[config.mk]
export PLATFORM = sky130hd
export DESIGN_NAME = mont_exp
export DESIGN_NICKNAME = d
export VERILOG_FILES = /design/src/rtl/mont_exp.sv
export SDC_FILE = /design/constraint.sdc
export NUM_CORES = 2
export LEC_CHECK = 0
export CORE_AREA = 2 2 602 604
export CTS_CLUSTER_DIAMETER = 30
export DETAILED_ROUTE_END_ITERATION = 16
export DIE_AREA = 0 0 604 606
export PLACE_DENSITY = 0.44
export SYNTH_ARGS = -nofsm -noshare
export SYNTH_HDL_FRONTEND = slang
export SYNTH_SLANG_ARGS = --single-unit
[constraint.sdc]
create_clock -name i_clk -period 55.1 [get_ports i_clk]
set_input_delay 8.265 -clock i_clk [delete_from_list [all_inputs] [get_ports i_clk]]
set_output_delay 8.265 -clock i_clk [all_outputs]
set_load 0.02 [all_outputs]
[src/rtl/mont_exp.sv]
// Left-to-right square-and-multiply modular exponentiation in the Montgomery domain.
// Drives an external Montgomery multiplier through a start/finished handshake.
module mont_exp (
   input  logic         i_clk,
   input  logic         i_rst_n,
   input  logic         i_start,
   input  logic [255:0] i_base,
   input  logic [255:0] i_exp,
   output logic         o_mm_start,
   output logic [255:0] o_mm_a,
   output logic [255:0] o_mm_b,
   input  logic [255:0] i_mm_result,
   input  logic         i_mm_finished,
   output logic [255:0] o_result,
   output logic         o_valid,
   output logic         o_busy
);

   // R mod N for N = 2^255-19, R = 2^256: the Montgomery form of 1.
   localparam logic [255:0] ONE_M = 256'd38;

   typedef enum logic [2:0] {
      IDLE,
      SQ_ISSUE,
      SQ_WAIT,
      MUL_ISSUE,
      MUL_WAIT,
      DONE
   } state_t;

   state_t       state_q, state_d;
   logic [255:0] acc_q, acc_d;
   logic [255:0] base_q, base_d;
   logic [255:0] exp_q, exp_d;
   logic [7:0]   idx_q, idx_d;
   logic [255:0] mm_a_q, mm_a_d;
   logic [255:0] mm_b_q, mm_b_d;
   logic [255:0] result_q, result_d;
   logic         step;

   always_comb begin
      state_d  = state_q;
      acc_d    = acc_q;
      base_d   = base_q;
      exp_d    = exp_q;
      idx_d    = idx_q;
      mm_a_d   = mm_a_q;
      mm_b_d   = mm_b_q;
      result_d = result_q;
      step     = 1'b0;

      case (state_q)
         IDLE: begin
            if (i_start) begin
               base_d  = i_base;
               exp_d   = i_exp;
               acc_d   = ONE_M;
               idx_d   = 8'd255;
               mm_a_d  = ONE_M;
               mm_b_d  = ONE_M;
               state_d = SQ_ISSUE;
            end
         end
         SQ_ISSUE:  state_d = SQ_WAIT;
         SQ_WAIT: begin
            if (i_mm_finished) begin
               acc_d = i_mm_result;
               if (exp_q[idx_q]) begin
                  mm_a_d  = i_mm_result;
                  mm_b_d  = base_q;
                  state_d = MUL_ISSUE;
               end else begin
                  step = 1'b1;
               end
            end
         end
         MUL_ISSUE: state_d = MUL_WAIT;
         MUL_WAIT: begin
            if (i_mm_finished) begin
               acc_d = i_mm_result;
               step  = 1'b1;
            end
         end
         DONE:      state_d = IDLE;
         default:   state_d = IDLE;
      endcase

      // Operands for the next square are loaded here so they stay stable until finished.
      if (step) begin
         if (idx_q == 8'd0) begin
            result_d = i_mm_result;
            state_d  = DONE;
         end else begin
            idx_d   = idx_q - 8'd1;
            mm_a_d  = i_mm_result;
            mm_b_d  = i_mm_result;
            state_d = SQ_ISSUE;
         end
      end
   end

   always_ff @(posedge i_clk) begin
      if (!i_rst_n) begin
         state_q  <= IDLE;
         acc_q    <= '0;
         idx_q    <= '0;
         mm_a_q   <= '0;
         mm_b_q   <= '0;
         result_q <= '0;
      end else begin
         state_q  <= state_d;
         acc_q    <= acc_d;
         idx_q    <= idx_d;
         mm_a_q   <= mm_a_d;
         mm_b_q   <= mm_b_d;
         result_q <= result_d;
      end
   end

   always_ff @(posedge i_clk) begin
      base_q <= base_d;
      exp_q  <= exp_d;
   end

   assign o_mm_start = (state_q == SQ_ISSUE) || (state_q == MUL_ISSUE);
   assign o_mm_a     = mm_a_q;
   assign o_mm_b     = mm_b_q;
   assign o_result   = result_q;
   assign o_valid    = (state_q == DONE);
   assign o_busy     = (state_q != IDLE);

endmodule

* Yosys cells after proc, flatten, opt, wreduce, memory -nomap -nowiden
Index checks and enable logic that the tools add are counted.
** Cells by class
- $add $sub $neg :: 1
- Magnitude comparators :: 1
- Eq/ne operators :: 9
- Muxes and demuxes :: 28
- Reductions and logical operators :: 7
** Operators with widths (number)
- 2-to-1 mux 256 bit :: 10
- case mux 256 bit (2 select lines) :: 2
- 2-to-1 mux 8 bit :: 4
- 2-to-1 mux 3 bit :: 5
- case mux 3 bit (5 select lines) :: 1
- less-than comparator 8 x 9 -> 1 bit, second input constant :: 1
- inequality test 3 bit, second input constant :: 3
- binary-select mux 1 bit (select 8 bit) :: 1
- logical NOT 8 bit :: 1
- subtractor 8 x 1 -> 8 bit, second input constant :: 1
- == test 3 x 2 -> 1 bit, second input constant :: 2
- == test 3 bit, second input constant :: 2
- 2-to-1 mux 1 bit :: 4
- AND reduction 2 bit :: 2
- AND reduction 4 bit :: 1
- == test 3 x 1 -> 1 bit, second input constant :: 1
- logical NOT 3 bit :: 1
- nonzero test 3 bit :: 1
- inequality test 2 bit, second input constant :: 1
- case mux 1 bit (2 select lines) :: 1
- logical OR 1 bit :: 1
** Word-level totals
- Register bits after elaboration :: 1291
- Input port bits :: 772
- Output and inout port bits :: 771
- Logic and storage cells :: 53

* Longest topological paths before layout
- Word-level depth :: 7
- Mapped depth :: 16
- Mapped depth without buffers :: 8

* Least setup slack after synthesis
No wires, ideal clock.
- Kind :: input -> register
- From :: input i_start
- To :: register idx_q[5]
- Library setup time :: 0.059 ns
- Arrival time :: 24.763 ns
- Data required time :: 55.041 ns
- Slack :: 30.278 ns
- Stages :: 7
- Path buffers :: 2
- Path through :: nand2_1 or3_1 clkbuf_1 inv_1 clkbuf_1 mux2_2 o221a_2
** Between the ends
- Word-level cells in the longest chain between the ends :: 4
** RTL lines
- from (decl) :: RTL line 6 : input logic i_start,
- 2-to-1 mux 8 bit (*) :: RTL line 54 : if (i_start) begin
- 2-to-1 mux 8 bit (*) :: RTL line 52 : case (state_q)
- 2-to-1 mux 8 bit :: RTL line 90 : if (idx_q == 8'd0) begin
- 2-to-1 mux 8 bit (*) :: RTL line 89 : if (step) begin
- to (signal assigned) :: RTL line 113 : idx_q <= idx_d;
- to (decl) :: RTL line 35 : logic [7:0] idx_q, idx_d;
Mark *: on every way between the ends. The rest lies on a longest branch, timed or not.
A chain may end at the register's enable or synchronous reset.

* Worst setup path after layout
- From :: input i_mm_finished
- To :: register mm_a_q[182] (netlist: o_mm_a[182])
** Between the ends
- Word-level cells in the longest chain between the ends :: 4
- Elaborated cells between the ends (all ways) :: 7
- Those cells by class :: mux: 7
** RTL lines
- from (decl) :: RTL line 13 : input logic i_mm_finished,
- 2-to-1 mux 256 bit :: RTL line 66 : if (i_mm_finished) begin
- case mux 256 bit (2 select lines) :: RTL line 52
- 2-to-1 mux 256 bit :: RTL line 90
- 2-to-1 mux 256 bit (*) :: RTL line 89
- to (signal assigned) :: RTL line 114 : mm_a_q <= mm_a_d;
- to (decl) :: RTL line 36 : logic [255:0] mm_a_q, mm_a_d;
Marked as above.

==> impl_metrics.tcl <==
set metrics [dict create \
    vias_in_the_first_global_route 42200 \
    vias_per_cell 3.83 \
    grt_max_degree 190 \
    worst_ir_drop_vdd_uv 27.1 \
    worst_clock_skew_ns 0.0819 \
    maxClockFrequency_mhz 77.2 \
    critical_path_cell_by_cell "clkdlybuf4s50_1, nor2b_1, o211ai_1, a41o_4, and2_4, buf_4, buf_4, buf_4, buf_4, mux2i_1" \
    most-common-layout-cells "sky130_fd_sc_hd__clkdlybuf4s50_1, sky130_fd_sc_hd__nand2_1, sky130_fd_sc_hd__dfxtp_1" \
    fin_nets 6583 \
    routabilityCongestion 0.939 \
    syn2layout_area_growth_pct 68.3 \
    total_power_mw 4.12 \
    hold-path-endpoint "o_result[121]" \
    mostFrequentLayoutCell "sky130_fd_sc_hd__clkdlybuf4s50_1" \
    rsz0062_at_grt "no" \
    die_area_sq_um 366000 \
    critical_path_peak_fanout 80 \
    routedWlPerCell_microns 28.3 \
    fp.coreArea_sq_um 360000 \
    mappedNetlistArea_sq_um 48700 \
    internal-power_mw 2.93 \
    clk_path_buf_depth 4 \
    path_class_of_the_lowest_slack_min_delay_path "flip-flop to flip-flop" \
    clkSlewWorstSetupHoldPaths_ns 0.04 \
    postSynthNetCount 4992 \
    gr-usage-met3_pct 8.07 \
    cellPowerDensity_nw_per_um2 50.2 \
    pwr-share-seq_pct 29.5 \
    comb_power_share_pct 17.0 \
    drt_iter0_drc 3151 \
    hold_path.startpoint "o_result[121]" \
    reg2reg_slack_ns 46.76 \
    post_synth_inst_count 4218 \
    ys_seq_area_share_pct 63.6 \
    grt-ovfl-total 0 \
    count_of_final_hold_check_violations 0 \
    fin_crit_ns 12.96 \
    reg2reg_launch_point "idx_q[0]" \
    grt_use_total_pct 16.1 \
    ys_dominant_reg_cell "sky130_fd_sc_hd__dfxtp_1" \
    fp.dieW_microns 604 \
    core.rowCount 221 \
    global_route.usage.met2_pct 26.8 \
    cts-root-buf "sky130_fd_sc_hd__clkbuf_16" \
    worstReg2RegEnd "o_mm_a[182]" \
    endpoint_kind "flip-flop" \
    postCtsSetupBuffers 0 \
    timing.setup.tns_ns 0 \
    post-dp-hpwl_microns 245000 \
    setup_viol_count_final 0 \
    numCtsBuffers 361 \
    holdBufCountCts 0 \
    global_route_wire_length_before_repair_microns 399000 \
    tritoncts "built" \
    floorplan.initialDensity_pct 13.5 \
    max_slew.worst_pin.slew_ns 1.23 \
    io_buffers 1542 \
    arrival_ns 13.76 \
    yosys.cell_types.count 61 \
    final_max_slew_viol_count 0 \
    routed_wl_microns 310000 \
    grt.met1_usage_pct 17.3 \
    synth-seq-cells 1291 \
    synth_async_sr_flop_share_pct 0 \
    detail_route.first_pass.iterations 6 \
    antenna_found_initial 87 \
    post_route_cells_drive_above_1_share_pct 12.0 \
    path_class "input port to flip-flop" \
    clkPwrFrac_pct 53.5 \
    syn_area_per_cell_sq_um 11.6 \
    critical_path.startpoint_type "input port" \
    drc 0 \
    cts-htree-levels 5 \
    detailroute.via_count 42100 \
    timing.critical_path.mode_cell "sky130_fd_sc_hd__buf_4" \
    clock_sinks 1291 \
    filler_cell_count 38500 \
    max-slew-margin-rel_pct 17.9 \
    run_status "finished clean" \
    worst_path_largest_cell_delay_ns 0.80 \
    p_leak_nw 30.9 \
    die_height_microns 606 \
    postRouteAntennaNets 0 \
    clk_latency_ns 0.91 \
    cap_violations 0 \
    power_switching_mw 1.19 \
    synth_edf_count 512 \
    io-pin-count 1543 \
    switching_share_pct 28.8 \
    worstHoldPathCells 2 \
    cp_slowest_cell "sky130_fd_sc_hd__buf_4" \
    critPathRequiredTime_ns 55.90 \
    fin_crit_sh_pct 23.5 \
    yosys_warnings 0 \
    busiest_layer "met2" \
    cts_resized 0 \
    worst_r2r_path_depth 14 \
]
worst max-delay path: cells and delay by family:
family | cells | cell delay, ns
multiplexers | 1 | 0.26
AO/OA/AOI/OAI | 2 | 0.86
AND/OR/NAND/NOR | 2 | 0.66
buffers and inverters | 5 | 3.33
power by group through the flow:
stage                     registers, mW  logic, mW  clock network, mW
final                              1.21      0.700               2.20
after global routing               1.23      0.741               2.29
after CTS                          1.22      0.716               2.25
after detailed placement           1.23      0.714                  0
after global placement             1.23      0.712                  0
after floorplan                    1.32      0.276                  0
layout make-up:
class	instances	area (sq um)	area share, %
flip-flops and latches	1291	31000	37.8
multi-input cells	2548	16000	19.6
repair buffers	1599	15900	19.4
clock buffers	467	10100	12.3
well taps	4794	6000	7.31
clock inverters	204	2770	3.38
diodes	57	143	0.174
inverters	8	37.5	0.0458
Yosys cell counts (14+ instances only):
library cell / number / area share [%]
sky130_fd_sc_hd__a31oi_1: 254 / 3.3
sky130_fd_sc_hd__buf_2: 55 / 0.56
sky130_fd_sc_hd__buf_6: 32 / 0.74
sky130_fd_sc_hd__clkbuf_1: 270 / 2.1
sky130_fd_sc_hd__dfxtp_1: 779 / 32
sky130_fd_sc_hd__edfxtp_1: 512 / 32
sky130_fd_sc_hd__mux2i_1: 535 / 11
sky130_fd_sc_hd__mux4_2: 50 / 2.3
sky130_fd_sc_hd__nand2_1: 783 / 6.0
sky130_fd_sc_hd__nand3_1: 511 / 5.2
sky130_fd_sc_hd__nor2_1: 14 / 0.11
sky130_fd_sc_hd__o21ai_0: 259 / 2.7
logic make-up (layout without fill, tap and decap cells):
| kind of cell | count (synthesis) | after routing | share of synthesized area (%) |
|---|---|---|---|
| DFF | 1291 | 1291 | 63.6 |
| xor gates and xnor gates | 1 | 1 | 0.0180 |
| AOI/OAI and AO/OA | 589 | 589 | 7.13 |
| buffers and inverters | 379 | 2278 | 3.60 |
| and+or+nand+nor | 1360 | 1360 | 12.1 |
| other | 0 | 57 | 0 |
| adders and majority gates | 2 | 2 | 0.0513 |
| muxes | 596 | 596 | 13.6 |
sequential cells by signal (all words and copies together) (netlist names):
signal    cells
o_mm_a      256
base_q      256
o_result    256
idx_q         8
o_mm_b      256
exp_q       256
state_q       3
routing by layer:
| layer | part of all wire, % | wire length (microns) |
|---|---|---|
| met1 | 36 | 113000 |
| met2 | 48 | 148000 |
| met3 | 12 | 36500 |
| met4 | 3.9 | 12100 |
| met5 | 0.094 | 292 |
stage by stage:
step	setup WS [ns]	instance area [sq um]	hold slack, ns	instances	utilization, %
2_1_floorplan	30.28	48700	0.510	4218	-
5_1_grt	41.88	82000	0.475	11000	22.8
3_5_place_dp	41.03	69000	0.452	10200	19.1
6_report	42.14	82000	0.456	11000	22.8
3_3_place_gp	41.08	69000	0.444	10200	19.1
4_1_cts	42.02	81900	0.460	10900	22.7
worst max-delay path by stage:
| stage | cells past startpoint | end | startpoint |
|---|---|---|---|
| floorplan | 7 | idx_q[5] | i_start |
| global placement | 11 | o_mm_a[178] | i_mm_finished |
| detailed placement | 11 | o_mm_a[168] | i_mm_finished |
| CTS | 11 | o_mm_a[182] | i_mm_finished |
| global route | 10 | o_mm_a[182] | i_mm_finished |
| finish | 10 | o_mm_a[182] | i_mm_finished |
Power figures use the tool's default switching activity.
